<file path="src/rtl/video_pattern_scheduler_if.sv">
// Pattern-scheduler bus: frame/request inputs from the video controller and
// the registered pattern-select outputs that feed the frame generator.
interface video_pattern_scheduler_if #(
  parameter int SEL_BITS = 3,
  parameter int CNT_BITS = 8
);
  logic                frame_start;
  logic                adv_req;
  logic                pause;
  logic                sel_req;
  logic [SEL_BITS-1:0] sel_val;
  logic [SEL_BITS-1:0] pattern_sel;
  logic                pattern_change;
  logic [CNT_BITS-1:0] dwell_cnt;
  logic                pending;

  modport master (
    output frame_start, adv_req, pause, sel_req, sel_val,
    input  pattern_sel, pattern_change, dwell_cnt, pending
  );

  modport slave (
    input  frame_start, adv_req, pause, sel_req, sel_val,
    output pattern_sel, pattern_change, dwell_cnt, pending
  );
endinterface

</file>
<file path="src/rtl/video_pattern_scheduler.sv">
// Frame-synchronous test-pattern scheduler: auto-cycles patterns with a dwell
// count, and applies manual advance / direct select only at frame_start.
module video_pattern_scheduler #(
  parameter int NUM_PATTERNS = 8,
  parameter int SEL_BITS     = 3,
  parameter int DWELL_FRAMES = 120,
  parameter int CNT_BITS     = 8
) (
  input  logic                     video_clk_pix,
  input  logic                     video_rst,
  video_pattern_scheduler_if.slave sched
);

  // state     | meaning
  // ST_RUN    | auto-advance active, dwell counter counts frames
  // ST_PAUSED | auto-advance suspended, dwell counter held
  typedef enum logic {ST_RUN, ST_PAUSED} mode_t;

  localparam logic [SEL_BITS:0]   NUM_P      = NUM_PATTERNS[SEL_BITS:0];
  localparam logic [SEL_BITS-1:0] LAST_IDX   = SEL_BITS'(NUM_PATTERNS - 1);
  localparam logic [CNT_BITS-1:0] DWELL_LAST = CNT_BITS'(DWELL_FRAMES - 1);
  localparam logic [CNT_BITS-1:0] CNT_MAX    = '1;

  mode_t               mode_q, mode_nxt;
  logic                adv_pend_q, adv_pend_nxt;
  logic                sel_pend_q, sel_pend_nxt;
  logic [SEL_BITS-1:0] sel_store_q, sel_store_nxt;
  logic [SEL_BITS-1:0] pat_q, pat_nxt;
  logic [CNT_BITS-1:0] cnt_q, cnt_nxt;
  logic                chg_q, chg_nxt;

  logic                sel_now;
  logic                take;
  logic [SEL_BITS-1:0] next_idx;
  logic [SEL_BITS-1:0] target;

  always_ff @(posedge video_clk_pix) begin
    if (video_rst) begin
      mode_q      <= ST_RUN;
      adv_pend_q  <= 1'b0;
      sel_pend_q  <= 1'b0;
      sel_store_q <= '0;
      pat_q       <= '0;
      cnt_q       <= '0;
      chg_q       <= 1'b0;
    end else begin
      mode_q      <= mode_nxt;
      adv_pend_q  <= adv_pend_nxt;
      sel_pend_q  <= sel_pend_nxt;
      sel_store_q <= sel_store_nxt;
      pat_q       <= pat_nxt;
      cnt_q       <= cnt_nxt;
      chg_q       <= chg_nxt;
    end
  end

  always_comb begin
    mode_nxt      = mode_q;
    sel_now       = sched.sel_req && ({1'b0, sched.sel_val} < NUM_P);
    adv_pend_nxt  = adv_pend_q | sched.adv_req;
    sel_pend_nxt  = sel_pend_q | sel_now;
    sel_store_nxt = sel_now ? sched.sel_val : sel_store_q;
    next_idx      = (pat_q == LAST_IDX) ? '0 : pat_q + 1'b1;
    target        = pat_q;
    take          = 1'b0;
    pat_nxt       = pat_q;
    cnt_nxt       = cnt_q;
    chg_nxt       = 1'b0;

    case (mode_q)
      ST_RUN:    if (sched.pause)  mode_nxt = ST_PAUSED;
      ST_PAUSED: if (!sched.pause) mode_nxt = ST_RUN;
      default:   mode_nxt = ST_RUN;
    endcase

    // Mode used here is the registered one, so a pause change lands on the
    // frame_start after it was sampled.
    if (sched.frame_start) begin
      adv_pend_nxt = 1'b0;
      sel_pend_nxt = 1'b0;
      if (sel_pend_q || sel_now) begin
        target = sel_store_nxt;
        take   = 1'b1;
      end else if (adv_pend_q || sched.adv_req ||
                   (mode_q == ST_RUN && cnt_q == DWELL_LAST)) begin
        target = next_idx;
        take   = 1'b1;
      end
      if (take) begin
        pat_nxt = target;
        cnt_nxt = '0;
        chg_nxt = (target != pat_q);
      end else if (mode_q == ST_RUN && cnt_q != CNT_MAX) begin
        cnt_nxt = cnt_q + 1'b1;
      end
    end
  end

  assign sched.pattern_sel    = pat_q;
  assign sched.pattern_change = chg_q;
  assign sched.dwell_cnt      = cnt_q;
  assign sched.pending        = adv_pend_q | sel_pend_q;

endmodule

</file>
<file path="src/flat_wrapper.sv">
// flat-port wrapper written by rule: the top's interface ports become plain ports
module video_pattern_scheduler_flat 
#(
  parameter int NUM_PATTERNS = 8,
  parameter int SEL_BITS     = 3,
  parameter int DWELL_FRAMES = 120,
  parameter int CNT_BITS     = 8
)
  (video_clk_pix, video_rst, sched_frame_start, sched_adv_req, sched_pause, sched_sel_req, sched_sel_val, sched_pattern_sel, sched_pattern_change, sched_dwell_cnt, sched_pending);
  video_pattern_scheduler_if #(.SEL_BITS(SEL_BITS), .CNT_BITS(CNT_BITS)) sched_i ();
  input  logic video_clk_pix;
  input  logic video_rst;
  input wire logic [$bits(sched_i.frame_start)-1:0] sched_frame_start;
  input wire logic [$bits(sched_i.adv_req)-1:0] sched_adv_req;
  input wire logic [$bits(sched_i.pause)-1:0] sched_pause;
  input wire logic [$bits(sched_i.sel_req)-1:0] sched_sel_req;
  input wire logic [$bits(sched_i.sel_val)-1:0] sched_sel_val;
  output wire logic [$bits(sched_i.pattern_sel)-1:0] sched_pattern_sel;
  output wire logic [$bits(sched_i.pattern_change)-1:0] sched_pattern_change;
  output wire logic [$bits(sched_i.dwell_cnt)-1:0] sched_dwell_cnt;
  output wire logic [$bits(sched_i.pending)-1:0] sched_pending;
  assign sched_i.frame_start = sched_frame_start;
  assign sched_i.adv_req = sched_adv_req;
  assign sched_i.pause = sched_pause;
  assign sched_i.sel_req = sched_sel_req;
  assign sched_i.sel_val = sched_sel_val;
  assign sched_pattern_sel = sched_i.pattern_sel;
  assign sched_pattern_change = sched_i.pattern_change;
  assign sched_dwell_cnt = sched_i.dwell_cnt;
  assign sched_pending = sched_i.pending;
  video_pattern_scheduler #(.NUM_PATTERNS(NUM_PATTERNS), .SEL_BITS(SEL_BITS), .DWELL_FRAMES(DWELL_FRAMES), .CNT_BITS(CNT_BITS)) u_core (.video_clk_pix(video_clk_pix), .video_rst(video_rst), .sched(sched_i));
endmodule
</file>
<file path="config.mk">
export PLATFORM = sky130hd
export DESIGN_NAME = video_pattern_scheduler_flat
export DESIGN_NICKNAME = d
export VERILOG_FILES = /design/src/rtl/video_pattern_scheduler_if.sv /design/src/rtl/video_pattern_scheduler.sv /design/src/flat_wrapper.sv
export SDC_FILE = /design/constraint.sdc
export NUM_CORES = 1
export LEC_CHECK = 0
export BUFFER_PORTS_ARGS = -buffer_cell sky130_fd_sc_hd__buf_2
export CAP_MARGIN = 0
export CORE_UTILIZATION = 53
export DETAILED_ROUTE_END_ITERATION = 10
export HOLD_SLACK_MARGIN = 0.02
export PLACE_DENSITY = 0.78
export SYNTH_ARGS = -nofsm -noshare
export SYNTH_HDL_FRONTEND = slang
export SYNTH_SLANG_ARGS = --single-unit
export TNS_END_PERCENT = 1
</file>
<file path="constraint.sdc">
create_clock -name video_clk_pix -period 1.85 [get_ports video_clk_pix]
set_input_delay 0.37 -clock video_clk_pix [delete_from_list [all_inputs] [get_ports video_clk_pix]]
set_output_delay 0.37 -clock video_clk_pix [all_outputs]
set_load 0.02 [all_outputs]
</file>
## Word level (Yosys, flattened, before mapping)

Cells that the tools add are included.

- Flip-flop bits (word level): 18
- Input port bits: 9
- Logic and storage cells: 40

- Reduce and logical (&&, ||, !) cells: 10
- Bitwise operators: 6
- Eq/ne operators: 4
- Multiplexer cells: 11
- Add/sub/neg operators: 2

Operators with widths:

| operator | number |
|---|---|
| 2-to-1 mux 8 bit | 2 |
| 2-to-1 mux 3 bit | 5 |
| adder 8 x 1 -> 8 bit (second input constant) | 1 |
| equality test 8 x 7 -> 1 bit (second input constant) | 1 |
| != test 8 bit (second input constant) | 1 |
| 2-to-1 mux 1 bit | 4 |
| AND reduction 2 bit | 2 |
| adder 3 x 1 -> 3 bit (second input constant) | 1 |
| equality test 3 bit (second input constant) | 1 |
| logical OR 1 bit | 3 |
| != test 3 bit | 1 |
| NOT 1 bit | 3 |
| bitwise OR 1 bit | 3 |
| OR reduction 3 bit | 1 |
| logical AND 1 bit | 2 |
| nonzero test 2 bit | 1 |
| OR reduction 2 bit | 1 |

## Longest topological paths before layout

- Depth in word-level cells: 8
- Depth in mapped cells: 6
- Mapped depth without buffers: 6

## Worst setup path after synthesis

No wires, ideal clock.

- Path kind: reg-to-reg
- From: reg u_core.cnt_q[0], in the netlist u_core.sched.dwell_cnt[0]
- To: reg u_core.cnt_q[1], in the netlist u_core.sched.dwell_cnt[1]
- Slack: 0.063 ns
- Cell stages (with the launch flop): 6
- Library setup time: 0.074 ns
- Period minus slack after synthesis: 1.787 ns
- Required time: 1.776 ns
- Arrival time: 1.713 ns
- Cells stage by stage: dfxtp_1 -> ha_1 -> nand4_1 -> o21ai_0 -> or4b_2 -> o21ai_0

- Word-level cells in the longest chain between the ends: 8

RTL lines:

| what | RTL line | source |
|---|---|---|
| start: declaration | video_pattern_scheduler.sv:29 | `logic [CNT_BITS-1:0] cnt_q, cnt_nxt;` |
| start signal: assignment | video_pattern_scheduler.sv:52 | `cnt_q <= cnt_nxt;` |
| equality test 8 x 7 -> 1 bit | video_pattern_scheduler.sv:85 | `(mode_q == ST_RUN && cnt_q == DWELL_LAST)) begin` |
| logical AND 1 bit | video_pattern_scheduler.sv:85 |  |
| logical OR 1 bit | video_pattern_scheduler.sv:84 | `end else if (adv_pend_q \|\| sched.adv_req \|\|` |
| 2-to-1 mux 1 bit | video_pattern_scheduler.sv:84 |  |
| 2-to-1 mux 1 bit | video_pattern_scheduler.sv:81 | `if (sel_pend_q \|\| sel_now) begin` |
| 2-to-1 mux 1 bit | video_pattern_scheduler.sv:78 | `if (sched.frame_start) begin` |
| nonzero test 2 bit (no source line) | -- |  |
| AND reduction 2 bit (no source line) | -- |  |

Parallel ways exist; a longest one is shown, timed or not. The select of a mux whose other input is x is not followed.
A chain may end at the register's enable or synchronous reset.

## Worst setup path in the final report

Ends and elaborated chain as after synthesis.

==> run_results.csv <==
group,metric,value,unit
min_path,hold_class,"in -> reg",
route,routedWlPerCell,14.28,microns
route,dr.first_iter.drc_count,41,
synth,yosysTopAreaCell,"dfxtp_1",
die,dieArea,0.002150,sq mm
route,totalWireLength,2527,microns
global_route,grt_pass1_wl,3781,microns
final_layout,drive_gt1_share,30.26,%
die,core_region_area,0.001783,sq mm
cts,insertion_delay,0.30,ns
pwr,cellPowerDensity,646.0,mW/mm^2
cts,cts_tree,"built",
pwr,power,0.0008196,W
final_layout,mostFrequentLayoutCells,"21 x buf_2, 17 x dfxtp_1, 11 x buf_4",
synth,ys_ff_latch,18,
synth,synth.net_count,135,
die,pin_count,22,
timing,worst_pin_slew,0.3778,ns
synth,yosys_warnings,0,
critical_path,crit_arrival,1.96,ns
synth,synth_top_cell_area_share,34.53,%
final_layout,diodes,0,
placement,portBuffers,21,
route,via_per_inst,6.124,
timing,setup_tns,0,ns
pwr,peakVddDrop,0.4717,mV
critical_path,reg2reg_slack,0.11,ns
pwr,power.leakage,0.5302,nW
min_path,min_to,"u_core.mode_q",
cts,cts_setup_buffers,0,
timing,maxSlewViolCount,0,
timing,max_slew_margin,74.72,%
route,drtAntennaViolNets,0,
min_path,timing.hold.worst_path_depth,2,
global_route,overflow,0,
die,die_x,46.37,microns
final_layout,nets,165,
global_route,grt_pass1_vias,884,
timing,clock-skew-final,0.009063,ns
die,die_h,46.37,microns
synth,ys_seq_area_share,34.53,%
critical_path,r2r-start,"u_core.sched.dwell_cnt[0]",
global_route,grt_max_degree,18,
cts,cts.sinks,18,
critical_path,end_kind,"register",
cts,postCtsHoldBufs,0,
critical_path,reg2reg_depth,5,
cts,cts_buffers,3,
critical_path,cpPeakStageDelay,0.66,ns
route,dr.pass1.iters,4,
global_route,grt_usage,24.80,%
global_route,grt_antenna_before_repair,0,
cts,clockRootBuffer,"clkbuf_4",
timing,rsz0062_at_grt,"false",
critical_path,crit_path_max_fanout,7,
timing,timing.final.crit_share,94.29,%
critical_path,crit_type,"reg -> reg",
route,num_vias,1084,
cts,clockBufferDepth,2,
cts,path_clk_slew,0.10,ns
critical_path,crit_chain,"ha_2, nand4_1, o211ai_2, or4b_2, o21ai_0",
synth,synth_area_per_cell,8.484,sq um
min_path,min_from,"sched_pause",
synth,synthTopCellsByArea,"dfxtp_1 35%, o21ai_0 4.8%, ha_1 3.6%",
synth,synthDistinctLibCells,44,
status,status,"completed",
placement,gp_congestion,0.8243,
die,start_util,58.53,%
critical_path,start_kind,"register",
critical_path,regToRegEndpoint,"u_core.sched.dwell_cnt[1]",
timing,clock.fmax,573.2,MHz
final_layout,final_common_cell,"buf_2",
timing,hold_viol_final,0,
synth,syn_inst,123,
die,num_rows,15,
cts,htree_levels,1,
final_layout,area_growth_syn_to_layout,21.58,%
run,cap_viol_max_count,0,
critical_path,slowest_stage,"or4b_2",
cts,cts_resized,0,
critical_path,cp.required,2.07,ns
timing,min_period,1.744,ns
route,drcViolationCount,0,
placement,hpwl,1815,microns
timing,setup_violations,0,
synth,synthesis.area,0.001044,sq mm
cell families (layout without fill, tap and decap cells):
group,Yosys count,count (layout),share of synthesized area (%)
AO/OA/AOI/OAI,34,34,22.66
AND/OR/NAND/NOR,51,51,29.62
buffers and inverters,12,41,5.155
multiplexers,2,2,1.919
adder cells (fa/ha/maj),3,3,3.598
XOR/XNOR,3,3,2.518
flip-flops,18,18,34.53
stage by stage:
| step | util, % | hold slack (ns) | std cells | setup slack, ns | area [sq um] |
|---|---|---|---|---|---|
| after floorplan | - | 0.4641 | 123 | 0.06257 | 1044 |
| after global placement | 68.84 | 0.4819 | 173 | 0.1417 | 1227 |
| after CTS | 70.88 | 0.2749 | 177 | 0.04321 | 1264 |
| after global routing | 71.16 | 0.2651 | 177 | 0.01965 | 1269 |
| after detailed placement | 68.84 | 0.4877 | 173 | 0.08599 | 1227 |
| final | 71.16 | 0.2857 | 177 | 0.1056 | 1269 |
where the power goes:
group	total [W]	switching, W	internal [W]	leakage (nW)
clock	0.000250	0.000130	0.000120	0.0210
sequential	0.000416	0.0000131	0.000403	0.148
combinational	0.000154	0.0000875	0.0000665	0.362
registers in the layout, indices dropped and copies added (netlist names):
name	count
u_core.sched.pattern_sel	3
u_core.sched.pattern_change	1
u_core.sel_store_q	3
u_core.mode_q	1
u_core.adv_pend_q	1
u_core.sel_pend_q	1
u_core.sched.dwell_cnt	8
routing by layer:
metal  vias to the layer above  GRT usage [%]  wire length (microns)
li1                        531              -                      -
met3                         6          3.922                    131
met5                         -              0                      0
met2                        43          37.50                   1188
met4                         0          11.18                     30
met1                       504          34.12                   1176
area by class of cell:
class                           instances  area, sq um
Tap cell                               25        31.28
Timing Repair Buffer                   32        187.7
Inverter                                5        18.77
Clock buffer                            4        36.28
Multi-Input combinational cell         93        633.1
Sequential cell                        18        361.6
Fill cell                             143        514.2
synthesized netlist by cell type:
master,number
nor4b_1,1
a211o_1,1
a41oi_1,1
a32oi_1,1
nand3b_1,2
o211ai_1,2
and4_1,1
or3_1,1
buf_6,1
or4b_2,1
and3_1,1
nor2_2,1
o2111ai_1,3
a21oi_1,4
clkbuf_1,4
and2b_1,1
nand2_1,3
nor2b_1,5
ha_1,3
o2111a_1,1
or2_2,1
a211oi_1,4
or4b_4,1
nor3_1,7
o21ai_0,10
a21o_2,1
a22o_1,1
nor3b_1,2
buf_1,1
xor2_1,3
or4_2,1
nor2_1,4
nand2b_1,2
a31oi_1,3
nand4_1,5
a221oi_1,1
nor4_1,2
o211ai_2,1
dfxtp_1,18
nand3_1,7
inv_1,5
and2_1,2
mux2i_1,2
buf_2,1
worst max-delay path by stage:
stage                         startpoint                         to  depth (start not counted)
6_report       u_core.sched.dwell_cnt[0]  u_core.sched.dwell_cnt[1]                          5
5_1_grt        u_core.sched.dwell_cnt[0]  u_core.sched.dwell_cnt[1]                          5
4_1_cts        u_core.sched.dwell_cnt[0]  u_core.sched.dwell_cnt[1]                          5
3_5_place_dp   u_core.sched.dwell_cnt[0]  u_core.sched.dwell_cnt[1]                          5
3_3_place_gp   u_core.sched.dwell_cnt[0]  u_core.sched.dwell_cnt[1]                          5
2_1_floorplan  u_core.sched.dwell_cnt[0]  u_core.sched.dwell_cnt[1]                          5
critical path: cells and delay by family, from the launching register on:
| kind | cells | cell delay, ns |
|---|---|---|
| adders and majority gates | 1 | 0.21 |
| and+or+nand+nor | 2 | 0.83 |
| DFF | 1 | 0.36 |
| AOI/OAI and AO/OA | 2 | 0.26 |
No activity file was read; power rests on OpenSTA's default activity.
